$ cat config.mk
export PLATFORM = sky130hd
export DESIGN_NAME = snake_engine
export DESIGN_NICKNAME = d
export VERILOG_FILES = /design/src/rtl/snake_engine.sv
export SDC_FILE = /design/constraint.sdc
export NUM_CORES = 1
export LEC_CHECK = 0
export CORE_UTILIZATION = 60
export DETAILED_ROUTE_END_ITERATION = 8
export PLACE_DENSITY_LB_ADDON = 0.08
export SLEW_MARGIN = 10
export SYNTH_ARGS = -nofsm -noshare
export SYNTH_HDL_FRONTEND = slang
export SYNTH_SLANG_ARGS = --single-unit
$ cat constraint.sdc
create_clock -name clk -period 11.6 [get_ports clk]
set_input_delay 2.32 -clock clk [delete_from_list [all_inputs] [get_ports clk]]
set_output_delay 2.32 -clock clk [all_outputs]
set_load 0.005 [all_outputs]
$ cat src/rtl/snake_engine.sv
// Snake movement core: segment array, step timer,
// collision detect and registered cell occupancy queries.
module snake_engine #(
  parameter int GRID_W   = 40,
  parameter int GRID_H   = 30,
  parameter int XW       = 6,
  parameter int YW       = 5,
  parameter int MAX_LEN  = 32,
  parameter int LEN_W    = 6,
  parameter int INIT_LEN = 3,
  parameter int STEP_DIV = 25000000,
  parameter int WRAP_EN  = 0
) (
  input  logic             clk,
  input  logic             rst_n,
  input  logic             start,
  input  logic             pause,
  input  logic [1:0]       dir_in,
  input  logic             dir_valid,
  input  logic             grow,
  input  logic [1:0]       speed_sel,
  input  logic [XW-1:0]    query_x,
  input  logic [YW-1:0]    query_y,
  output logic             query_hit,
  output logic             query_head,
  output logic [XW-1:0]    head_x,
  output logic [YW-1:0]    head_y,
  output logic [LEN_W-1:0] length,
  output logic [1:0]       state,
  output logic             step_pulse,
  output logic             die
);

  localparam int CW = $clog2(STEP_DIV + 1);

  typedef enum logic [1:0] {
    IDLE  = 2'd0,
    RUN   = 2'd1,
    PAUSE = 2'd2,
    DEAD  = 2'd3
  } st_t;

  st_t              st_q, st_d;
  logic [XW-1:0]    seg_x [MAX_LEN];
  logic [YW-1:0]    seg_y [MAX_LEN];
  logic [LEN_W-1:0] len_q;
  logic [1:0]       dir_q, pdir_q;
  logic             pgrow_q;
  logic [CW-1:0]    cnt_q;
  logic [CW-1:0]    limit;
  logic             tick;
  logic             live;
  logic             grow_ok;
  logic             grow_now;
  logic [XW-1:0]    nx;
  logic [YW-1:0]    ny;
  logic             wall;
  logic             self_hit;
  logic             move;
  logic             reload;
  logic             die_d;
  logic             qh, qhd;
  logic [1:0]       ref_dir;

  assign head_x = seg_x[0];
  assign head_y = seg_y[0];
  assign length = len_q;
  assign state  = st_q;

  assign limit    = CW'((STEP_DIV >> speed_sel) - 1);
  assign tick     = (st_q == RUN) && (cnt_q >= limit);
  assign live     = (st_q == RUN) || (st_q == PAUSE);
  assign grow_ok  = grow && live;
  assign grow_now = (pgrow_q || grow_ok) &&
                    (len_q < LEN_W'(MAX_LEN));
  // Reversal check is against the dir in force after this cycle.
  assign ref_dir  = move ? pdir_q : dir_q;

  // Candidate head one cell along the pending direction.
  always_comb begin
    nx   = seg_x[0];
    ny   = seg_y[0];
    wall = 1'b0;
    unique case (pdir_q)
      2'd0: begin
        if (seg_y[0] == '0) begin
          wall = (WRAP_EN == 0);
          ny   = YW'(GRID_H - 1);
        end else ny = seg_y[0] - 1'b1;
      end
      2'd1: begin
        if (seg_y[0] == YW'(GRID_H - 1)) begin
          wall = (WRAP_EN == 0);
          ny   = '0;
        end else ny = seg_y[0] + 1'b1;
      end
      2'd2: begin
        if (seg_x[0] == '0) begin
          wall = (WRAP_EN == 0);
          nx   = XW'(GRID_W - 1);
        end else nx = seg_x[0] - 1'b1;
      end
      2'd3: begin
        if (seg_x[0] == XW'(GRID_W - 1)) begin
          wall = (WRAP_EN == 0);
          nx   = '0;
        end else nx = seg_x[0] + 1'b1;
      end
    endcase
  end

  // Body collision; the tail vacates unless we grow.
  always_comb begin
    self_hit = 1'b0;
    for (int i = 1; i < MAX_LEN; i++) begin
      if (LEN_W'(i) < len_q &&
          (grow_now || LEN_W'(i) != len_q - 1'b1) &&
          seg_x[i] == nx && seg_y[i] == ny)
        self_hit = 1'b1;
    end
  end

  // Occupancy of the display's query cell.
  always_comb begin
    qh = 1'b0;
    for (int i = 0; i < MAX_LEN; i++) begin
      if (LEN_W'(i) < len_q &&
          seg_x[i] == query_x && seg_y[i] == query_y)
        qh = 1'b1;
    end
    qhd = (seg_x[0] == query_x) && (seg_y[0] == query_y);
  end

  // Game state next-state and step/die decisions.
  always_comb begin
    st_d   = st_q;
    move   = 1'b0;
    reload = 1'b0;
    die_d  = 1'b0;
    unique case (st_q)
      IDLE: if (start) st_d = RUN;
      RUN: begin
        if (tick && (wall || self_hit)) begin
          st_d  = DEAD;
          die_d = 1'b1;
        end else begin
          move = tick;
          if (pause) st_d = PAUSE;
        end
      end
      PAUSE: if (!pause) st_d = RUN;
      DEAD: begin
        if (start) begin
          st_d   = RUN;
          reload = 1'b1;
        end
      end
    endcase
  end

  // State register.
  always_ff @(posedge clk or negedge rst_n) begin
    if (!rst_n) st_q <= IDLE;
    else        st_q <= st_d;
  end

  // Body, timer, direction, growth and query registers.
  always_ff @(posedge clk or negedge rst_n) begin
    if (!rst_n) begin
      for (int i = 0; i < MAX_LEN; i++) begin
        seg_x[i] <= (i < INIT_LEN) ? XW'(GRID_W / 2 - i) : '0;
        seg_y[i] <= (i < INIT_LEN) ? YW'(GRID_H / 2) : '0;
      end
      len_q      <= LEN_W'(INIT_LEN);
      dir_q      <= 2'd3;
      pdir_q     <= 2'd3;
      pgrow_q    <= 1'b0;
      cnt_q      <= '0;
      step_pulse <= 1'b0;
      die        <= 1'b0;
      query_hit  <= 1'b0;
      query_head <= 1'b0;
    end else begin
      step_pulse <= move;
      die        <= die_d;
      query_hit  <= qh;
      query_head <= qhd;
      if (reload) begin
        for (int i = 0; i < INIT_LEN; i++) begin
          seg_x[i] <= XW'(GRID_W / 2 - i);
          seg_y[i] <= YW'(GRID_H / 2);
        end
        len_q   <= LEN_W'(INIT_LEN);
        dir_q   <= 2'd3;
        pdir_q  <= 2'd3;
        pgrow_q <= 1'b0;
        cnt_q   <= '0;
      end else begin
        if (st_q == RUN)
          cnt_q <= tick ? '0 : cnt_q + 1'b1;
        if (move) dir_q <= pdir_q;
        if (dir_valid && live &&
            dir_in != (ref_dir ^ 2'b01))
          pdir_q <= dir_in;
        if (tick)         pgrow_q <= 1'b0;
        else if (grow_ok) pgrow_q <= 1'b1;
        if (move) begin
          for (int i = 1; i < MAX_LEN; i++) begin
            seg_x[i] <= seg_x[i-1];
            seg_y[i] <= seg_y[i-1];
          end
          seg_x[0] <= nx;
          seg_y[0] <= ny;
          if (grow_now) len_q <= len_q + 1'b1;
        end
      end
    end
  end

endmodule

==> impl_metrics.tcl <==
set metrics [dict create \
    outcome "completed" \
    post_route_cells_drive_above_1_share_pct 12.8 \
    detail_route.wl_per_cell_um 31.2 \
    dr.pass1.iters 7 \
    async_sr_flop_fraction_pct 100 \
    finish.net_count 2661 \
    crit_share_post_route_pct 68.9 \
    cts-buffers-inserted 46 \
    peak_fanout_along_the_critical_path 86 \
    drc 0 \
    total_die_area_um2 46100 \
    fin_tns_setup_ps 0 \
    seq_area_frac_synth_pct 36.5 \
    postcts_setup_bufs 0 \
    row_count 77 \
    detailroute.via_count 22556 \
    detailed_place_hpwl_um 68700 \
    setup_ws_ps 3600 \
    clockBufferDepth 3 \
    cp.arrival_ps 8470 \
    max_clock_freq_mhz 125 \
    clk_root_buffer_cell "sky130_fd_sc_hd__clkbuf_16" \
    grt-ovfl-total 0 \
    post_cts.resized_instances 0 \
    slew_at_the_pin_with_the_worst_max_slew_slack_ps 1350 \
    clock_tree_from_tritoncts "done" \
    worstSetupPathType "reg2reg" \
    hold_class "reg2reg" \
    setup.worst_path.end_class "flip-flop" \
    grt_pass1_vias 22360 \
    r2r_end "seg_y[93]" \
    number_of_cells_on_the_worst_hold_path 2 \
    post_layout_nonfiller_instances 3234 \
    grt_setup_unrepaired "false" \
    crit_path_start_kind "flip-flop" \
    fin_total_pwr_w 0.00468 \
    worst_r2r_startpoint "head_y[0]" \
    filler_cell_count 3536 \
    final_hold_viol_count 0 \
    hp-start "dir_q[0]" \
    die_w_um 215 \
    ff2ff_path_depth 16 \
    ys.warnings.count 0 \
    number_of_design_rule_violations_left_by_the_first_detailed_router_iteration 2934 \
    postRouteAntennaNets 0 \
    synth.ff_latch_count 394 \
    syn_area_per_cell_um2 10.2 \
    hold_buffers 0 \
    maxSlewViolCount 0 \
    numPlacedInstances 3149 \
    grt_antenna_before_repair 5 \
    final_common_cell "sky130_fd_sc_hd__xnor2_1" \
    grt_max_degree 127 \
    area.growth.synth_to_final_pct 8.00 \
    timing.reg2reg.setup_slack_ps 3600 \
    mostFrequentLayoutCells "399 x sky130_fd_sc_hd__xnor2_1, 369 x sky130_fd_sc_hd__dfrtp_1, 239 x sky130_fd_sc_hd__xor2_1" \
    synth_enable_flop_cells 0 \
    setup_viol 0 \
    totalWireLength_um 101000 \
    required_time_of_the_critical_path_ps 12070 \
    place_congestion 1.06 \
    cts.reportedPaths.clkPinSlew_ps 60 \
    most_instantiated_flip_flop_cell_in_the_synthesis_netlist "sky130_fd_sc_hd__dfrtp_1" \
    power-per-cell-area_nw_per_um2 160 \
    clock_sinks 394 \
    cts_htree_levels 2 \
    max-vdd-ir-drop_v 0.000115 \
    grt_usage_pct 43.8 \
    core_um2 44400 \
    io-pin-count 44 \
    worstSkewPairLatency_ps 610 \
    max_cap_viol_count 0 \
    hold-path-endpoint "dir_q[0]" \
    skew_ps 23.5 \
    syn_area_um2 27100 \
    portBuffers 43 \
    synth_cell_type_count 105 \
    power.leakage_nw 12.8 \
    die_outline_height_um 215 \
    grt_first_pass_wirelength_um 150000 \
    period_needed_ps 8000 \
    relSlewSlack_pct 9.77 \
    post_synthesis_cell_count 2651 \
    detail_routed_via_count_per_cell 6.97 \
    final_core_utilization_pct 66.0 \
    start_util_pct 61.1 \
    dp_worst_setup_slack_ps 3570 \
]
==> per-layer routing <==
layer / part of all wire, % / vias to the layer above / routed length, µm / GRT usage, %
li1: - / 9375 / - / -
met1: 39 / 11145 / 39300 / 58.0
met2: 42 / 1581 / 42200 / 63.4
met3: 12 / 447 / 11900 / 12.0
met4: 7.4 / 8 / 7440 / 28.0
met5: 0.051 / - / 51 / 0
==> logic make-up (layout without fill, tap and decap cells) <==
kind of cell | count (synthesis) | in the layout | synth area share, %
flip-flops | 394 | 394 | 36.5
AO/OA/AOI/OAI | 394 | 394 | 10.5
AND/OR/NAND/NOR | 629 | 629 | 12.5
multiplexers | 313 | 313 | 13.0
adder cells (fa/ha/maj) | 35 | 35 | 1.61
other | 2 | 4 | 0.0277
buffers and inverters | 238 | 227 | 4.74
XOR/XNOR | 646 | 646 | 21.2
==> metrics by stage <==
| step | cell area [µm²] | hold slack [ps] |
|---|---|---|
| after floorplan | 27100 | 479 |
| after global placement | 27600 | 495 |
| after detailed placement | 27600 | 502 |
| after CTS | 29300 | 513 |
| after global routing | 29300 | 545 |
| final | 29300 | 514 |
==> area by class of cell <==
cell class | count | area (µm²) | area share, %
clock buffer | 61 | 1350 | 4.61
antenna | 1 | 2.50 | 0.00854
inverter | 41 | 154 | 0.525
timing repair buffer | 102 | 833 | 2.84
clock inverter | 23 | 317 | 1.08
tap | 592 | 741 | 2.53
sequential | 394 | 9890 | 33.8
multi-input combinational | 2020 | 16000 | 54.6
==> power breakdown <==
part / internal [W] / switching, W / total (W)
combinational: 0.000532 / 0.00112 / 0.00166
clock: 0.000976 / 0.000628 / 0.00160
sequential: 0.00140 / 0.0000227 / 0.00142
==> registers in the layout, indices dropped and copies added (netlist names) <==
| register | count |
|---|---|
| cnt_q | 25 |
| head_y | 5 |
| head_x | 6 |
| seg_x | 186 |
| seg_y | 155 |
| state | 2 |
| query_hit | 1 |
| length | 6 |
| pgrow_q | 1 |
| die | 1 |
| query_head | 1 |
| step_pulse | 1 |
| pdir_q | 2 |
| dir_q | 2 |
==> worst max-delay path, stage by stage, from the launching register on <==
cell,delay (ps)
sky130_fd_sc_hd__dfstp_2,550
sky130_fd_sc_hd__inv_1,360
sky130_fd_sc_hd__ha_1,340
sky130_fd_sc_hd__nor4b_2,620
sky130_fd_sc_hd__o21a_1,800
sky130_fd_sc_hd__o21a_1,1150
sky130_fd_sc_hd__xnor2_1,230
sky130_fd_sc_hd__nor4b_1,110
sky130_fd_sc_hd__a32oi_1,450
sky130_fd_sc_hd__o221ai_1,250
sky130_fd_sc_hd__a2111oi_2,660
sky130_fd_sc_hd__and4_4,330
sky130_fd_sc_hd__nand2_2,50
sky130_fd_sc_hd__buf_4,260
sky130_fd_sc_hd__nor2_4,300
sky130_fd_sc_hd__buf_4,860
sky130_fd_sc_hd__mux2_2,430
==> synthesized netlist by cell type, types with 7 or more instances <==
cell type / number / area [µm²]
sky130_fd_sc_hd__dfrtp_1: 369 / 9230
sky130_fd_sc_hd__clkbuf_1: 65 / 244
sky130_fd_sc_hd__nor3_1: 38 / 190
sky130_fd_sc_hd__a2111oi_0: 21 / 184
sky130_fd_sc_hd__nand2b_1: 14 / 87.6
sky130_fd_sc_hd__dfstp_2: 25 / 657
sky130_fd_sc_hd__a221oi_1: 9 / 78.8
sky130_fd_sc_hd__o22ai_1: 16 / 100
sky130_fd_sc_hd__mux2_1: 200 / 2250
sky130_fd_sc_hd__a22oi_1: 11 / 82.6
sky130_fd_sc_hd__o211ai_1: 22 / 165
sky130_fd_sc_hd__ha_1: 35 / 438
sky130_fd_sc_hd__o21a_1: 10 / 75.1
sky130_fd_sc_hd__mux2_2: 108 / 1220
sky130_fd_sc_hd__inv_1: 40 / 150
sky130_fd_sc_hd__or2_2: 7 / 43.8
sky130_fd_sc_hd__or4_1: 13 / 97.6
sky130_fd_sc_hd__o2111ai_1: 29 / 254
sky130_fd_sc_hd__a21o_1: 11 / 82.6
sky130_fd_sc_hd__buf_4: 31 / 233
sky130_fd_sc_hd__buf_1: 37 / 139
sky130_fd_sc_hd__buf_6: 12 / 135
sky130_fd_sc_hd__o21ai_0: 71 / 355
sky130_fd_sc_hd__nor2b_1: 9 / 56.3
sky130_fd_sc_hd__nor4_1: 64 / 400
sky130_fd_sc_hd__a31oi_1: 14 / 87.6
sky130_fd_sc_hd__nand4_1: 92 / 576
sky130_fd_sc_hd__or3_1: 16 / 100
sky130_fd_sc_hd__nand3_1: 56 / 280
sky130_fd_sc_hd__xnor2_1: 400 / 3500
sky130_fd_sc_hd__a21oi_1: 59 / 295
sky130_fd_sc_hd__buf_2: 40 / 200
sky130_fd_sc_hd__nand2_1: 164 / 616
sky130_fd_sc_hd__and3_1: 15 / 93.8
sky130_fd_sc_hd__nor2_1: 86 / 323
sky130_fd_sc_hd__a311oi_1: 10 / 87.6
sky130_fd_sc_hd__a32oi_1: 7 / 61.3
sky130_fd_sc_hd__a211oi_1: 21 / 158
sky130_fd_sc_hd__o31ai_1: 10 / 75.1
sky130_fd_sc_hd__xor2_1: 239 / 2090
sky130_fd_sc_hd__buf_8: 12 / 180
==> how the worst max path moves through the flow <==
| stage | from | endpoint | slack [ps] | cells after the start |
|---|---|---|---|---|
| floorplan | grow | seg_y[2] | 6050 | 15 |
| global placement | grow | seg_x[9] | 3590 | 15 |
| detailed placement | grow | seg_x[0] | 3570 | 15 |
| CTS | head_y[0] | seg_x[0] | 3970 | 16 |
| global route | head_y[0] | seg_y[93] | 3560 | 16 |
| finish | head_y[0] | seg_y[93] | 3600 | 16 |
No activity file was read; power rests on OpenSTA's default activity.
